<file path="src/rtl/pc_fetch_ctrl_if.sv">
// Instruction-fetch bus between the fetch-PC controller (master) and an SRAM-like slave.
// Handshake: a request transfers when inst_req and inst_addr_ok are both high on a clock edge;
// the slave returns exactly one inst_data_ok pulse with inst_rdata for each accepted request.
interface pc_fetch_ctrl_if #(
    parameter int WIDTH = 32
) ();
    logic             inst_req;
    logic [WIDTH-1:0] inst_addr;
    logic             inst_addr_ok;
    logic             inst_data_ok;
    logic [WIDTH-1:0] inst_rdata;

    modport master (
        output inst_req, inst_addr,
        input  inst_addr_ok, inst_data_ok, inst_rdata
    );

    modport slave (
        input  inst_req, inst_addr,
        output inst_addr_ok, inst_data_ok, inst_rdata
    );
endinterface

</file>
<file path="src/rtl/pc_fetch_ctrl.sv">
// Fetch-PC controller: owns the architectural fetch PC, issues one outstanding instruction
// request at a time and hands {pc, instruction} to F/D under stall, redirect and misalignment.
module pc_fetch_ctrl #(
    parameter int               WIDTH        = 32,
    parameter logic [WIDTH-1:0] RESET_VECTOR = 32'hbfc00000
) (
    input  logic                clk,
    input  logic                rst,
    input  logic                stall_i,
    input  logic                exc_redirect,
    input  logic [WIDTH-1:0]    exc_target,
    input  logic                br_redirect,
    input  logic [WIDTH-1:0]    br_target,
    pc_fetch_ctrl_if.master     bus,
    output logic                valid_f,
    output logic [WIDTH-1:0]    pc_f,
    output logic [WIDTH-1:0]    inst_f,
    output logic                adel_f,
    output logic [1:0]          state_o
);
    typedef enum logic [1:0] {
        BOOT = 2'd0,
        REQ  = 2'd1,
        WAIT = 2'd2,
        HOLD = 2'd3
    } state_t;

    state_t           state_q;
    logic [WIDTH-1:0] pc_q;
    logic             drop_q;
    logic             valid_q;
    logic [WIDTH-1:0] pc_f_q;
    logic [WIDTH-1:0] inst_f_q;
    logic             adel_q;

    logic             redirect;
    logic [WIDTH-1:0] target;
    logic             aligned;

    assign redirect = exc_redirect | br_redirect;
    assign target   = exc_redirect ? exc_target : br_target;
    assign aligned  = (pc_q[1:0] == 2'b00);

    // A misaligned PC is never put on the bus; it is reported as AdEL from REQ instead.
    assign bus.inst_req  = (state_q == REQ) && aligned;
    assign bus.inst_addr = pc_q;

    assign valid_f = valid_q;
    assign pc_f    = pc_f_q;
    assign inst_f  = inst_f_q;
    assign adel_f  = adel_q;
    assign state_o = state_q;

    always_ff @(posedge clk) begin
        if (rst) begin
            state_q  <= BOOT;
            pc_q     <= RESET_VECTOR;
            drop_q   <= 1'b0;
            valid_q  <= 1'b0;
            pc_f_q   <= RESET_VECTOR;
            inst_f_q <= '0;
            adel_q   <= 1'b0;
        end else begin
            case (state_q)
                BOOT: begin
                    state_q <= REQ;
                end
                REQ: begin
                    if (redirect) begin
                        pc_q <= target;
                        // Already-accepted request must still be drained, its data discarded.
                        if (bus.inst_addr_ok && aligned) begin
                            drop_q  <= 1'b1;
                            state_q <= WAIT;
                        end
                    end else if (!aligned) begin
                        pc_f_q   <= pc_q;
                        inst_f_q <= '0;
                        adel_q   <= 1'b1;
                        valid_q  <= 1'b1;
                        state_q  <= HOLD;
                    end else if (bus.inst_addr_ok) begin
                        state_q <= WAIT;
                    end
                end
                WAIT: begin
                    if (redirect) begin
                        pc_q <= target;
                        if (bus.inst_data_ok) begin
                            drop_q  <= 1'b0;
                            state_q <= REQ;
                        end else begin
                            drop_q <= 1'b1;
                        end
                    end else if (bus.inst_data_ok) begin
                        if (drop_q) begin
                            drop_q  <= 1'b0;
                            state_q <= REQ;
                        end else begin
                            pc_f_q   <= pc_q;
                            inst_f_q <= bus.inst_rdata;
                            adel_q   <= 1'b0;
                            valid_q  <= 1'b1;
                            state_q  <= HOLD;
                        end
                    end
                end
                HOLD: begin
                    if (redirect) begin
                        valid_q <= 1'b0;
                        pc_q    <= target;
                        state_q <= REQ;
                    end else if (!stall_i) begin
                        valid_q <= 1'b0;
                        pc_q    <= pc_f_q + WIDTH'(4);
                        state_q <= REQ;
                    end
                end
                default: begin
                    state_q <= BOOT;
                end
            endcase
        end
    end
endmodule

</file>
<file path="src/flat_wrapper.sv">
// flat-port wrapper written by rule: the top's interface ports become plain ports
module pc_fetch_ctrl_flat 
#(
    parameter int               WIDTH        = 32,
    parameter logic [WIDTH-1:0] RESET_VECTOR = 32'hbfc00000
)
  (clk, rst, stall_i, exc_redirect, exc_target, br_redirect, br_target, valid_f, pc_f, inst_f, adel_f, state_o, bus_inst_req, bus_inst_addr, bus_inst_addr_ok, bus_inst_data_ok, bus_inst_rdata);
  pc_fetch_ctrl_if #(.WIDTH(WIDTH)) bus_i ();
  input  logic clk;
  input  logic rst;
  input  logic stall_i;
  input  logic exc_redirect;
  input  logic [WIDTH-1:0] exc_target;
  input  logic br_redirect;
  input  logic [WIDTH-1:0] br_target;
  output logic valid_f;
  output logic [WIDTH-1:0] pc_f;
  output logic [WIDTH-1:0] inst_f;
  output logic adel_f;
  output logic [1:0] state_o;
  output wire logic [$bits(bus_i.inst_req)-1:0] bus_inst_req;
  output wire logic [$bits(bus_i.inst_addr)-1:0] bus_inst_addr;
  input wire logic [$bits(bus_i.inst_addr_ok)-1:0] bus_inst_addr_ok;
  input wire logic [$bits(bus_i.inst_data_ok)-1:0] bus_inst_data_ok;
  input wire logic [$bits(bus_i.inst_rdata)-1:0] bus_inst_rdata;
  assign bus_inst_req = bus_i.inst_req;
  assign bus_inst_addr = bus_i.inst_addr;
  assign bus_i.inst_addr_ok = bus_inst_addr_ok;
  assign bus_i.inst_data_ok = bus_inst_data_ok;
  assign bus_i.inst_rdata = bus_inst_rdata;
  pc_fetch_ctrl #(.WIDTH(WIDTH), .RESET_VECTOR(RESET_VECTOR)) u_core (.clk(clk), .rst(rst), .stall_i(stall_i), .exc_redirect(exc_redirect), .exc_target(exc_target), .br_redirect(br_redirect), .br_target(br_target), .bus(bus_i), .valid_f(valid_f), .pc_f(pc_f), .inst_f(inst_f), .adel_f(adel_f), .state_o(state_o));
endmodule
</file>
<file path="config.mk">
export PLATFORM = sky130hd
export DESIGN_NAME = pc_fetch_ctrl_flat
export DESIGN_NICKNAME = d
export VERILOG_FILES = /design/src/rtl/pc_fetch_ctrl_if.sv /design/src/rtl/pc_fetch_ctrl.sv /design/src/flat_wrapper.sv
export SDC_FILE = /design/constraint.sdc
export NUM_CORES = 1
export LEC_CHECK = 0
export ABC_AREA = 1
export BUFFER_PORTS_ARGS = -buffer_cell sky130_fd_sc_hd__buf_4
export CAP_MARGIN = 20
export CORE_UTILIZATION = 35
export CTS_CLUSTER_SIZE = 25
export DETAILED_ROUTE_END_ITERATION = 7
export PLACE_DENSITY_LB_ADDON = 0.1
export SYNTH_ARGS = -nofsm -noshare
export SYNTH_HDL_FRONTEND = slang
export SYNTH_SLANG_ARGS = --single-unit
</file>
<file path="constraint.sdc">
create_clock -name clk -period 2.09 [get_ports clk]
set_input_delay 0.418 -clock clk [delete_from_list [all_inputs] [get_ports clk]]
set_output_delay 0.418 -clock clk [all_outputs]
set_load 0.02 [all_outputs]
</file>
==> impl_metrics.toml, run 1 <==
[setup_path]
critPathSlowestCell = "dfxtp_1"
arrival_ns = 1.54
cp-start-kind = "flip-flop"
end_kind = "output port"
crit_path_frequent_cell = "inv_1"
critPathMaxStageDelay_ns = 0.34
critPathBufInv = 3
crit_chain = "inv_1 > ha_1 > inv_1 > nor3_2 > buf_4"
crit_type = "flip-flop to output port"
cp.required_ns = 1.67
worstPathMaxFanout = 4
cp_top_family = "buffers and inverters"

[timing]
rsz0062_at_grt = "yes"
setup_viol = 0
slew_headroom_pct = 54.2
drv_slew = 0
post-route-period-util_pct = 93.9
worst_slack_ns = 0.128
fmax_mhz = 510
fin_setup_tns_ns = 0
whs_ns = 0.339
finalHoldViolCount = 0
skew_ns = 0.00564
min_period_ns = 1.96
tightest_slew_ns = 0.687

[pwr]
pwr-share-clk_pct = 17.7
p_switching_mw = 4.34
p_leak_nw = 3.12
irDropWorstVdd_mv = 0.820
pwr-share-comb_pct = 52.3
p_int_mw = 5.22
swShare_pct = 45.4
finalPower_mw = 9.57
power_frac_seq_pct = 30.0
power_density_mw_per_mm2 = 1330

[synth]
async_flop_share_pct = 0
synth_flop_cell = "dfxtp_1"
ys_ff_latch = 101
synth_edf_count = 0
netlist_instances = 759
synthesis.area_mm2 = 0.00510
ys_types = 37
synth_top_area_share_pct = 39.6
avgSynthCellArea_um2 = 6.72
yosys-top-cells-area = "dfxtp_1, nand2_1, a21oi_1"
yosysSeqAreaShare_pct = 39.6
synth_nets = 867
yosysWarnings = 0
yosys.area.top_type = "dfxtp_1"

[route]
post-route-drc-count = 0
drt_wl_total_mm = 17.9
antenna_left = 0
initialDrtViolationCount = 380
vias = 5742
drt_pass1_iterations = 4
post_drt_wl_per_cell_um = 15.7
post_drt_via_cell_ratio = 5.05

[clock_network]
insertion_delay_ns = 0.35
postCtsHoldBufs = 0
clock_sink_count = 101
cts_made_buffers = 9
cts_tree = "built"
cts_buffer_depth = 2
cts_root_buf = "clkbuf_16"
clk_pin_slew_ns = 0.07
htreeDepth = 3

[finish]
stdcell_count = 1138
final_nets = 1061
area_delta_synth_final_pct = 41.5
n_antenna_cell = 0
layout-drive-gt1-share_pct = 27.2
final_cell_mix = "buf_4, nand2_1, a21oi_1, dfxtp_1, nor2_1"
mostFrequentLayoutCell = "buf_4"
fillCellCount = 1473

[place]
place.gp.congestion = 0.891
dpl.hpwl_mm = 12.4
place_ws_ns = -0.0420
dp.cells = 1119
numPortBuffers = 203

[min_path]
hold_class = "input pin to flip-flop"

[grt]
grt_pass1_wl_mm = 27.0
grt_usage_pct = 23.2
grt_pass1_vias = 5315
grt_max_degree = 61
gr-total-overflow = 0
antenna_found_initial = 0

[run]
cap_violations = 0

[floorplan]
initial_core_util_pct = 36.3
io_pins = 204
dieWidth_um = 123
fp.dieArea_mm2 = 0.0151
core-area_mm2 = 0.0140
rows = 43
fp.dieH_um = 123

[outcome]
outcome = "completed"
## per-stage QoR
step           utilization [%]  area [µm²]
2_1_floorplan                -        5100
3_3_place_gp              48.9        6860
3_5_place_dp              48.9        6860
4_1_cts                   51.0        7160
5_1_grt                   51.4        7220
6_report                  51.4        7220
## cell usage after synthesis (2+ instances only)
library cell,number
a211oi_1,2
a21oi_1,111
a31oi_1,2
buf_1,2
buf_2,8
buf_4,5
buf_6,2
clkbuf_1,30
dfxtp_1,101
ha_1,5
inv_1,36
inv_2,2
mux2i_1,3
nand2_1,186
nand3_1,62
nand3b_1,3
nand4_1,7
nor2_1,82
nor3_1,11
o211ai_1,8
o21ai_0,68
or2_2,4
xnor2_1,3
xor2_1,3
## repair_timing
item | in CTS | in global routing
gates resized for setup | 0 | 8
setup buffers | 0 | 0
pin swaps | 1 | 0
gates cloned | 1 | 2
setup endpoints to repair | 3 | 25
## final timing paths
path	depth (start not counted)	startpoint	end	slack (ns)
hold reg to reg	2	u_core.inst_f[7]	u_core.inst_f[7]	0.47
setup / recovery	5	u_core.state_o[1]	bus_inst_req	0.13
hold / removal	3	bus_inst_rdata[0]	u_core.inst_f[0]	0.34
setup reg to reg	9	u_core.state_o[0]	u_core.bus.inst_addr[14]	0.14
## area by class of cell
type / count / area (µm²) / share of cell area [%]
multi-input combinational: 576 / 2800 / 38.7
sequential: 101 / 2020 / 28.0
timing repair buffer: 227 / 1740 / 24.1
clock buffer: 13 / 250 / 3.47
tap: 180 / 225 / 3.12
inverter: 38 / 143 / 1.98
clock inverter: 3 / 45.0 / 0.624
## power groups by stage
stage / clock [mW] / sequential [mW] / combinational, mW
6_report: 1.70 / 2.87 / 5.01
5_1_grt: 1.79 / 2.93 / 5.50
4_1_cts: 1.74 / 2.86 / 4.83
3_5_place_dp: 0 / 2.89 / 4.74
3_3_place_gp: 0 / 2.90 / 4.71
2_1_floorplan: 0 / 3.34 / 2.54
## flip-flops by register name (all words and copies together) (netlist names)
register              flops
u_core.adel_f             1
u_core.bus.inst_addr     32
u_core.drop_q             1
u_core.inst_f            32
u_core.pc_f              32
u_core.state_o            2
u_core.valid_f            1
## worst reg2reg max path, delay by kind of cell, from the launching register on
| family | cells | cell delay (ns) |
|---|---|---|
| buffers and inverters | 4 | 0.70 |
| AO/OA/AOI/OAI | 3 | 0.35 |
| AND/OR/NAND/NOR | 1 | 0.17 |
| adder cells (fa/ha/maj) | 1 | 0.34 |
| flip-flops | 1 | 0.33 |
## kinds of logic after synthesis
logic type	synth area share [%]
compound gates	20.3
fa+ha+maj	1.23
buf+inv	7.11
flops	39.6
mux	0.589
simple gates	30.1
xor+xnor	1.03
## routing by layer
layer	GRT usage, %	share of wire, %	routed length (µm)	up-vias
li1	-	-	-	2915
met1	31.5	47	8360	2640
met2	37.4	46	8300	173
met3	4.46	5.6	1000	14
met4	6.40	1.3	238	0
met5	0	0	0	-
No activity file was read; power rests on OpenSTA's default activity.
==> inputs of run 2 (changes only) <==
Settings changed: RECOVER_POWER set to 100.
==> run 2 against run 1 <==
Die area did not move. Flip-flop and latch count did not move. Largest power group unchanged. Critical path depth did not move. Critical path type unchanged.
==> impl_metrics.toml, run 2 (same netlist as run 1, synthesis figures left out) <==
[run]
cap_violations = 0

[finish]
final_cell_mix = "nand2_1, buf_4, a21oi_1, dfxtp_1, clkbuf_1"
regArea_mm2 = 0.00202
final_nets = 1061
mostFrequentLayoutCell = "nand2_1"
layout-drive-gt1-share_pct = 19.0
multi_input_area_mm2 = 0.00280
fillCellCount = 1534
area_delta_synth_final_pct = 35.7
n_antenna_cell = 0

[timing]
finalHoldViolCount = 0
post-route-period-util_pct = 94.1
worst_slack_ns = 0.124
tightest_slew_ns = 0.691
setup_viol = 0
min_period_ns = 1.97
fmax_mhz = 509
slew_headroom_pct = 53.9
drv_slew = 0
skew_ns = 0.00551
fin_setup_tns_ns = 0
rsz0062_at_grt = "yes"

[setup_path]
reg2reg_to = "u_core.bus.inst_addr[14]"
crit_chain = "inv_1 > ha_1 > inv_1 > nor3_2 > buf_4"
rrSetupSlack_ns = 0.15
crit_path_frequent_cell = "inv_1"
crit_type = "flip-flop to output port"
arrival_ns = 1.55
end_kind = "output port"
worst-r2r-cell-count = 9
cp.required_ns = 1.67
worstPathMaxFanout = 4
cp-start-kind = "flip-flop"
critPathSlowestCell = "dfxtp_1"
crit-reg2reg-launch = "u_core.state_o[0]"
critPathMaxStageDelay_ns = 0.34

[place]
place.gp.congestion = 0.891
place_ws_ns = -0.0420
dpl.hpwl_mm = 12.4
numPortBuffers = 203

[pwr]
irDropWorstVdd_mv = 0.810
finalPower_mw = 9.29
p_leak_nw = 2.80
power_density_mw_per_mm2 = 1340

[clock_network]
postCtsHoldBufs = 0
clock_sink_count = 101
clk_pin_slew_ns = 0.07
insertion_delay_ns = 0.35
cts_root_buf = "clkbuf_16"
cts_tree = "built"
cts_buffer_depth = 2
htreeDepth = 3
postCtsSetupRepairBufs = 0
cts_made_buffers = 9

[route]
drt_wl_total_mm = 17.8
drt_pass1_iterations = 4
post_drt_via_cell_ratio = 5.06
vias = 5759
initialDrtViolationCount = 380
post-route-drc-count = 0
antenna_left = 0
post_drt_wl_per_cell_um = 15.7

[grt]
grt_pass1_wl_mm = 27.0
grt_max_degree = 61
grt_pass1_vias = 5315
grt_usage_pct = 23.2
gr-total-overflow = 0
antenna_found_initial = 0

[floorplan]
initial_core_util_pct = 36.3
rows = 43
io_pins = 204
fp.dieArea_mm2 = 0.0151
core-area_mm2 = 0.0140
dieWidth_um = 123
fp.dieH_um = 123

[min_path]
hold_start = "bus_inst_rdata[0]"
hold_end = "u_core.inst_f[0]"
min_path_cells = 3
hold_class = "input pin to flip-flop"

[outcome]
outcome = "completed"
## run 2: cell count changes in the layout (fill, tap and decap cells not counted)
cell	delta
buf_4	-79
clkbuf_1	+79
## run 2: through the flow
step | std cells | hold WS (ns) | util [%] | area (µm²)
after floorplan | 759 | 0.445 | - | 5100
after global placement | 1119 | 0.454 | 48.9 | 6860
after detailed placement | 1119 | 0.457 | 48.9 | 6860
after CTS | 1136 | 0.329 | 51.0 | 7160
after global routing | 1138 | 0.335 | 49.3 | 6930
final | 1138 | 0.339 | 49.3 | 6930
## run 2: per-layer routing
metal  global-route usage (%)  wire, µm  vias to the layer above
li1                         -         -                     2918
met1                     31.5      8440                     2671
met2                     37.4      8210                      156
met3                     4.46       942                       14
met4                     6.40       238                        0
met5                        0         0                        -
## run 2: final cells by class
type                            instances  share of cell area, %
Multi-Input combinational cell        576                   40.4
Sequential cell                       101                   29.2
Timing Repair Buffer                  227                   20.9
Clock buffer                           13                   3.61
Tap cell                              180                   3.25
Inverter                               38                   2.06
Clock inverter                          3                  0.650
## run 2: how the worst max path moves through the flow
stage,cells after the start,to,startpoint
after floorplan,9,u_core.bus.inst_addr[23],u_core.state_o[0]
after global routing,9,u_core.bus.inst_addr[11],u_core.state_o[0]
after global placement,6,u_core.bus.inst_addr[7],u_core.state_o[1]
final,5,bus_inst_req,u_core.state_o[1]
after CTS,7,u_core.bus.inst_addr[30],u_core.state_o[1]
after detailed placement,6,u_core.bus.inst_addr[7],u_core.state_o[1]
## run 2: critical path, delay by kind of cell (launching register included)
family                     cells  cell delay (ns)
adders and majority gates      1             0.29
buffers and inverters          3             0.42
DFF                            1             0.34
and+or+nand+nor                1             0.15
## run 2: power by group
group	total [mW]	internal, mW	switching [mW]
Combinational	4.73	1.58	3.15
Clock	1.70	0.964	0.738
Sequential	2.86	2.42	0.438
## run 2: repair_timing
action,in CTS,in global routing
resized for setup,0,8
pin swaps,1,0
gates cloned,1,2
setup endpoints to repair,3,25
